[src/rtl/psd_pkg.sv]
// Shared types and default sizes for the programmable serial pattern detector.
package psd_pkg;

   localparam int unsigned MaxLenDef = 16;
   localparam int unsigned CntWDef   = 8;

   typedef enum logic [1:0] {
      StIdle,
      StFill,
      StDetect
   } psd_state_e;

endpackage

[src/rtl/psd_sat_cnt.sv]
// Saturating up-counter with synchronous clear; clear wins over increment.
module psd_sat_cnt #(
   parameter int unsigned CNT_W = 8
) (
   input  logic             clk,
   input  logic             resetn,
   input  logic             clr,
   input  logic             inc,
   output logic [CNT_W-1:0] count
);

   logic [CNT_W-1:0] cnt_q, cnt_d;

   always_comb begin
      cnt_d = cnt_q;
      if (clr) begin
         cnt_d = '0;
      end else if (inc && (cnt_q != {CNT_W{1'b1}})) begin
         cnt_d = cnt_q + 1'b1;
      end
   end

   always_ff @(posedge clk or negedge resetn) begin
      if (!resetn) begin
         cnt_q <= '0;
      end else begin
         cnt_q <= cnt_d;
      end
   end

   assign count = cnt_q;

endmodule

[src/rtl/psd_var.sv]
// Serial pattern detector with run-time programmable length and overlap mode.
// History shifts in at the LSB; only the low len bits take part in the compare.
module psd_var
   import psd_pkg::*;
#(
   parameter int unsigned MAX_LEN = MaxLenDef,
   parameter int unsigned CNT_W   = CntWDef
) (
   input  logic                           clk,
   input  logic                           resetn,
   input  logic                           load,
   input  logic [MAX_LEN-1:0]             pattern,
   input  logic [$clog2(MAX_LEN+1)-1:0]   len,
   input  logic                           overlap,
   input  logic                           din,
   input  logic                           din_valid,
   output logic                           seen,
   output logic [CNT_W-1:0]               match_count,
   output logic                           armed
);

   localparam int unsigned LW = $clog2(MAX_LEN + 1);
   localparam logic [LW-1:0] MinLen = LW'(2);
   localparam logic [LW-1:0] MaxLen = LW'(MAX_LEN);

   psd_state_e         state_q, state_d;
   logic [MAX_LEN-1:0] pat_q, pat_d;
   logic [LW-1:0]      len_q, len_d;
   logic               ovl_q, ovl_d;
   logic [MAX_LEN-1:0] hist_q, hist_d;
   logic [LW-1:0]      fill_q, fill_d;
   logic               seen_q, seen_d;

   logic [MAX_LEN-1:0] mask;
   logic [MAX_LEN-1:0] hist_shift;
   logic [LW-1:0]      fill_inc;
   logic               match;
   logic               cnt_clr, cnt_inc;

   always_comb begin
      mask = '0;
      for (int i = 0; i < int'(MAX_LEN); i++) begin
         mask[i] = (i < int'(len_q));
      end
   end

   always_comb begin
      hist_shift = {hist_q[MAX_LEN-2:0], din};
      fill_inc   = (fill_q == len_q) ? fill_q : fill_q + 1'b1;
      match      = (fill_inc == len_q) && (((hist_shift ^ pat_q) & mask) == '0);
   end

   always_comb begin
      state_d = state_q;
      pat_d   = pat_q;
      len_d   = len_q;
      ovl_d   = ovl_q;
      hist_d  = hist_q;
      fill_d  = fill_q;
      seen_d  = 1'b0;
      cnt_clr = 1'b0;
      cnt_inc = 1'b0;

      if (load) begin
         pat_d   = pattern;
         len_d   = len;
         ovl_d   = overlap;
         hist_d  = '0;
         fill_d  = '0;
         cnt_clr = 1'b1;
         state_d = ((len >= MinLen) && (len <= MaxLen)) ? StFill : StIdle;
      end else if (din_valid && (state_q != StIdle)) begin
         hist_d = hist_shift;
         fill_d = fill_inc;
         if (match) begin
            seen_d  = 1'b1;
            cnt_inc = 1'b1;
            if (ovl_q) begin
               state_d = StDetect;
            end else begin
               // Non-overlapping: demand len fresh bits before the next compare.
               fill_d  = '0;
               state_d = StFill;
            end
         end else if (fill_inc == len_q) begin
            state_d = StDetect;
         end
      end
   end

   always_ff @(posedge clk or negedge resetn) begin
      if (!resetn) begin
         state_q <= StIdle;
         pat_q   <= '0;
         len_q   <= '0;
         ovl_q   <= 1'b0;
         hist_q  <= '0;
         fill_q  <= '0;
         seen_q  <= 1'b0;
      end else begin
         state_q <= state_d;
         pat_q   <= pat_d;
         len_q   <= len_d;
         ovl_q   <= ovl_d;
         hist_q  <= hist_d;
         fill_q  <= fill_d;
         seen_q  <= seen_d;
      end
   end

   psd_sat_cnt #(
      .CNT_W (CNT_W)
   ) u_cnt (
      .clk    (clk),
      .resetn (resetn),
      .clr    (cnt_clr),
      .inc    (cnt_inc),
      .count  (match_count)
   );

   assign seen  = seen_q;
   assign armed = (state_q != StIdle);

endmodule

[config.mk]
export PLATFORM = sky130hd
export DESIGN_NAME = psd_var
export DESIGN_NICKNAME = d
export VERILOG_FILES = /design/src/rtl/psd_pkg.sv /design/src/rtl/psd_sat_cnt.sv /design/src/rtl/psd_var.sv
export SDC_FILE = /design/constraint.sdc
export NUM_CORES = 1
export LEC_CHECK = 0
export ABC_AREA = 1
export CORE_UTILIZATION = 55
export CTS_BUF_LIST = sky130_fd_sc_hd__clkbuf_2
export DETAILED_ROUTE_END_ITERATION = 16
export HOLD_SLACK_MARGIN = 0.12
export MAX_ROUTING_LAYER = met4
export PLACE_DENSITY = 0.79
export SYNTH_ARGS = -nofsm -noshare
export SYNTH_HDL_FRONTEND = slang
export SYNTH_SLANG_ARGS = --single-unit
[constraint.sdc]
create_clock -name clk -period 2.1 [get_ports clk]
set_clock_uncertainty 0.1 [all_clocks]
set_input_delay 0.21 -clock clk [delete_from_list [all_inputs] [get_ports clk]]
set_output_delay 0.21 -clock clk [all_outputs]
set_load 0.03 [all_outputs]
==> flow_summary.yaml, run 1 <==
worst_setup_path:
  worstPathCellList: "inv_1, nand2_1, nand2_2, nor2_4, nand3_4, nand2_2, nand3_2, nand2_2, nand3_2, nor2_4, nand3_4, nand3_2, nand2_1"
  r2r_end: "u_cnt.count[7]"
  r2r_start: "fill_q[2]"
  arrival_ns: 2.43
  critical-path-slowest-cell: "dfrtp_2"
  worstPathRequired_ns: 2.39
  worst-r2r-cell-count: 13
  critPathMaxFanout: 8
  critPathLaunchType: "flip-flop"
  crit_path_max_incr_delay_ns: 0.49
  reg2reg_slack_ns: -0.04
  crit_type: "reg2reg"
  setup.worst_path.end_class: "flip-flop"
grt:
  grt_max_degree: 33
  overflow: 0
  grt_use_total_pct: 27.55
  first_global_vias: 2504
  antenna_found_initial: 0
  grt_pass1_wl_um: 11270
routing:
  vias: 2748
  wl_per_cell_um: 13.66
  routed_wl_um: 7115
  drt-initial-drc-count: 185
  dr.pass1.iters: 4
  via_per_inst: 5.274
  postRouteAntennaNets: 0
  post-route-drc-count: 0
die:
  rows: 26
  initial_core_util_pct: 57.16
  dieHeight_um: 75.09
  core_sq_um: 5140
  ios: 37
  dieArea_sq_um: 5638
  dieWidth_um: 75.09
clock_network:
  cts_max_path_buffers: 2
  clkSlewWorstSetupHoldPaths_ns: 0.28
  cts_sinks: 53
  root_buffer: "clkbuf_2"
  h-tree-depth: 2
  numCtsBuffers: 5
  worstSkewPairLatency_ns: 0.45
  cts_tree: "done"
final_layout:
  final_util_pct: 74.37
  layout_commonest_cell: "nand2_1"
  mostFrequentLayoutCells: "nand2_1, dfrtp_1, inv_1, clkdlybuf4s50_1, nor2_1"
  area_growth_pct: 30.11
  fill_cells: 411
  final_area_sq_um: 3822
  antenna_cells: 0
  finalNetCount: 479
  layout-drive-gt1-share_pct: 20.84
synthesis:
  synth_cell_type_count: 28
  synth_seq_cells: 53
  yosysWarnings: 0
  synthCells: 388
  netlist_area_sq_um: 2938
  synth_edf_count: 0
  synthFlopType: "dfrtp_1"
  async_reset_ff_share_pct: 100.0
  yosysSeqAreaShare_pct: 45.14
  avgSynthCellArea_sq_um: 7.572
  synth_nets: 417
placed_design:
  placed_cell_area_sq_um: 3478
  dp_hpwl_um: 4949
  place.gp.congestion: 1.017
  placement.io_buffers: 36
run:
  max_cap_viol_count: 0
sta:
  worst_slew_pin_slew_ns: 0.4584
  rsz0062_at_grt: "true"
  setup_slack_ns: -0.04091
  fmax_mhz: 467.1
  slew_headroom_pct: 69.44
  fin_crit_ns: 2.141
  final-setup-viol-count: 10
  maxSlewViolCount: 0
  hold_viol_final: 0
  period_share_pct: 101.9
run_status:
  failed_checks: "negative setup slack"
  status: "finished with violations"
hold_path:
  min_to: "pat_q[12]"
  hold_class: "in2reg"
  holdPathStages: 3
  hp-start: "pattern[12]"
power:
  power.total_uw: 2579
  p_leak_uw: 0.001839
  power_density_nw_per_um2: 674.7
  ir_worst_vdd_uv: 384.3
[metal layers]
| layer | vias to the layer above | track usage [%] | share of wire, % |
|---|---|---|---|
| li1 | 1365 | - | - |
| met1 | 1280 | 35.31 | 43 |
| met2 | 79 | 43.04 | 49 |
| met3 | 24 | 5.756 | 5.6 |
| met4 | 0 | 10.27 | 2.5 |
| met5 | - | - | 0 |
[worst max-delay path by stage]
stage	from	end	cells after the start
final	fill_q[2]	u_cnt.count[7]	13
after global placement	len_q[1]	u_cnt.count[5]	12
after detailed placement	len_q[1]	u_cnt.count[2]	12
after floorplan	len_q[4]	fill_q[4]	10
after CTS	len_q[4]	u_cnt.count[7]	13
after global routing	len_q[4]	u_cnt.count[6]	13
[power breakdown]
group | switching, uW | leakage, uW | internal (uW)
registers | 82.5 | 0.000684 | 1100
clock network | 348 | 0.0000425 | 206
logic | 490 | 0.00111 | 357
[synthesized netlist by cell type, types with 2 or more instances]
master | number | area share, %
nand2_1 | 119 | 15
dfrtp_1 | 53 | 45
inv_1 | 44 | 5.6
nand3_1 | 34 | 5.8
nor2_1 | 33 | 4.2
o21ai_0 | 24 | 4.1
o22ai_1 | 17 | 3.6
xor2_1 | 15 | 4.5
clkbuf_1 | 8 | 1.0
a21oi_1 | 5 | 0.85
nand3_2 | 5 | 1.7
nand4_1 | 5 | 1.1
nor2_4 | 5 | 1.9
inv_2 | 4 | 0.51
nand2_2 | 3 | 0.64
ha_1 | 2 | 0.85
[through the flow]
| stage | hold slack [ns] | setup slack (ns) | std cells | setup TNS, ns |
|---|---|---|---|---|
| 5_1_grt | 0.1268 | -0.1790 | 521 | -2.007 |
| 3_5_place_dp | 0.1364 | -0.08203 | 501 | -0.7031 |
| 6_report | 0.1507 | -0.04091 | 521 | -0.2532 |
| 4_1_cts | 0.1228 | 0.01881 | 514 | 0 |
| 3_3_place_gp | 0.1261 | -0.06271 | 501 | -0.5526 |
| 2_1_floorplan | -0.1856 | 0.2672 | 388 | 0 |
[registers in the layout (all words and copies together) (netlist names)]
name	flops
fill_q	5
u_cnt.count	8
len_q	5
ovl_q	1
hist_q	15
pat_q	16
state_q	2
seen	1
[area by class of cell]
type                            instances  area (sq um)  area share (%)
Inverter                               49         186.4           4.877
Multi-Input combinational cell        277          1548           40.49
Tap cell                               70         87.58           2.291
Timing Repair Buffer                   64         595.6           15.58
Clock buffer                            5         25.02          0.6547
Sequential cell                        53          1335           34.93
Clock inverter                          3         45.04           1.178
[worst max-delay path, delay by kind of cell, from the launching register on]
family / cells / cell delay, ns
simple gates: 12 / 1.39
flops: 1 / 0.49
buf+inv: 1 / 0.09
[what timing repair did]
item | 4_1_cts | 5_1_grt
endpoints found under the setup margin | 15 | 25
setup buffers | 1 | 6
cloned | 0 | 0
hold buffers | 4 | 1
endpoints found under the hold margin | 54 | 1
pin swaps | 0 | 18
gates resized for setup | 5 | 54
[cell families after synthesis]
logic type / Yosys count / share of synthesized area (%)
AO/OA/AOI/OAI: 49 / 9.284
XOR/XNOR: 16 / 4.770
adder cells (fa/ha/maj): 2 / 0.8517
buffers and inverters: 58 / 7.453
flip-flops: 53 / 45.14
AND/OR/NAND/NOR: 210 / 32.50
Power figures use the tool's default switching activity.
==> run 2, diff against run 1 <==
==> constraint.sdc (replaced) <==
create_clock -name clk -period 2.1 [get_ports clk]
set_clock_uncertainty 0.1 [all_clocks]
set_input_delay 0.315 -clock clk [delete_from_list [all_inputs] [get_ports clk]]
set_output_delay 0.315 -clock clk [all_outputs]
set_load 0.03 [all_outputs]
==> run 2 against run 1 <==
Effect of this change:
- the run still ends with negative setup slack left
- sequential share of layout area rose by 0.33 points
- setup slack improved by 0.0085 ns
- non-clock buffer count fell by 7
- global-route usage fell by 0.49 points
- largest power group unchanged
- largest cell class unchanged
- utilization fell by 0.83 points
- cell count fell by 1.3%
- critical endpoint is now u_cnt.count[2]
- via count fell by 1.8%
==> flow_summary.yaml, run 2 (synthesis results as in run 1) <==
clock_network:
  cts_tree: "done"
  clkSlewWorstSetupHoldPaths_ns: 0.28
  cts_max_path_buffers: 2
  worstSkewPairLatency_ns: 0.46
  root_buffer: "clkbuf_2"
  numCtsBuffers: 5
  h-tree-depth: 2
  cts_sinks: 53
run:
  max_cap_viol_count: 0
run_status:
  status: "finished with violations"
  failed_checks: "negative setup slack"
sta:
  worst_slew_pin_slew_ns: 0.6775
  fin_crit_ns: 2.132
  slew_headroom_pct: 54.84
  setup_tns_ns: -0.03333
  fmax_mhz: 469.0
  final-setup-viol-count: 2
  setup_slack_ns: -0.03241
  maxSlewViolCount: 0
  rsz0062_at_grt: "true"
  period_share_pct: 101.5
  hold_viol_final: 0
worst_setup_path:
  arrival_ns: 2.41
  worstPathRequired_ns: 2.38
  critPathLaunchType: "flip-flop"
  critPathMaxFanout: 8
  crit_path_max_incr_delay_ns: 0.51
  setup.worst_path.end_class: "flip-flop"
  critical-path-slowest-cell: "dfrtp_2"
  worstPathCellList: "inv_4, nand2_2, nand2_2, nor2_4, nand3_4, nand3_4, nand2_2, nor2_2, nand3_2, nor2_2, nand3_4, nand3_1, nand2_1"
  crit_type: "reg2reg"
routing:
  via_per_inst: 5.249
  routed_wl_um: 6839
  wl_per_cell_um: 13.31
  drt-initial-drc-count: 153
  post-route-drc-count: 0
  dr.pass1.iters: 4
  postRouteAntennaNets: 0
  vias: 2698
grt:
  grt_max_degree: 54
  grt_pass1_wl_um: 11090
  first_global_vias: 2472
  antenna_found_initial: 0
  overflow: 0
  grt_use_total_pct: 27.06
placed_design:
  placement.io_buffers: 36
  dp.cells: 496
  place.gp.congestion: 0.8901
  dp_hpwl_um: 4845
die:
  core_sq_um: 5140
  dieArea_sq_um: 5638
  initial_core_util_pct: 57.16
  rows: 26
  dieHeight_um: 75.09
  dieWidth_um: 75.09
  ios: 37
power:
  power_density_nw_per_um2: 698.7
  power.share.combinational_pct: 31.1
  swShare_pct: 33.62
  p_switching_uw: 888.0
  clock_power_share_pct: 24.9
  p_leak_uw: 0.001952
  ir_worst_vdd_uv: 421.3
  pwr-share-seq_pct: 44.0
  internal_power_uw: 1753
hold_path:
  hold_class: "in2reg"
final_layout:
  largest_reg_flops: 16
  finalNetCount: 472
  regMostFlops: "pat_q"
  instances_no_fill: 514
  area_growth_pct: 28.66
  antenna_cells: 0
  layout-drive-gt1-share_pct: 20.27
  mostFrequentLayoutCells: "nand2_1, dfrtp_1, inv_1, nor2_1"
  layout_commonest_cell: "nand2_1"
run 2: area by class of cell:
cell class	count	area, sq um
Clock inverter	3	65.06
Inverter	49	188.9
Multi-Input combinational cell	277	1530
Timing Repair Buffer	57	550.5
Sequential cell	53	1333
Tap cell	70	87.58
Clock buffer	5	25.02
Fill cell	425	1360
run 2: what timing repair did:
| action | 4_1_cts | 5_1_grt |
|---|---|---|
| endpoints found under the setup margin | 15 | 21 |
| pin swaps | 1 | 16 |
| setup buffers | 1 | 8 |
| hold endpoints to repair | 53 | 0 |
| hold buffers | 1 | 0 |
| resized for setup | 11 | 45 |
run 2: worst max-delay path, delay by kind of cell (launching register included):
family	cells	cell delay, ns
buffers and inverters	1	0.07
DFF	1	0.51
and+or+nand+nor	12	1.36
run 2: layer usage:
layer | vias to the layer above | routed length, um | part of all wire [%] | global-route usage, %
li1 | 1361 | - | - | -
met4 | 0 | 98 | 1.4 | 8.386
met5 | - | 0 | 0 | -
met3 | 9 | 163 | 2.4 | 4.552
met2 | 39 | 3365 | 49 | 43.74
met1 | 1289 | 3212 | 47 | 34.89
run 2: through the flow:
| stage | total power (uW) | area (sq um) | setup WS [ns] | hold slack (ns) | utilization (%) |
|---|---|---|---|---|---|
| after floorplan | 1618 | 2938 | 0.2672 | -0.08059 | - |
| after global placement | 1839 | 3441 | -0.01079 | 0.3716 | 66.94 |
| after detailed placement | 1851 | 3441 | -0.07355 | 0.3788 | 66.94 |
| after CTS | 2528 | 3577 | 0.0006413 | 0.2205 | 69.60 |
| after global routing | 2790 | 3780 | -0.1416 | 0.2096 | 73.54 |
| final | 2641 | 3780 | -0.03241 | 0.2346 | 73.54 |
run 2: power groups by stage:
stage / combinational, uW / sequential (uW) / clock (uW)
3_3_place_gp: 662 / 1180 / 0
6_report: 820 / 1160 / 658
2_1_floorplan: 458 / 1160 / 0
5_1_grt: 910 / 1170 / 706
4_1_cts: 700 / 1160 / 666
3_5_place_dp: 672 / 1180 / 0
run 2: path summary, 6_finish.rpt:
path                             start              to  slack [ns]  cells after the start
min reg2reg                  pat_q[14]       pat_q[14]        0.43                      2
min                        pattern[12]       pat_q[12]        0.23                      3
min in group asynchronous       resetn      hist_q[10]        0.37                      3
max reg2reg                   len_q[2]  u_cnt.count[2]       -0.03                     13
max                           len_q[2]  u_cnt.count[2]       -0.03                     13
max in group asynchronous       resetn        len_q[2]        1.06                      3
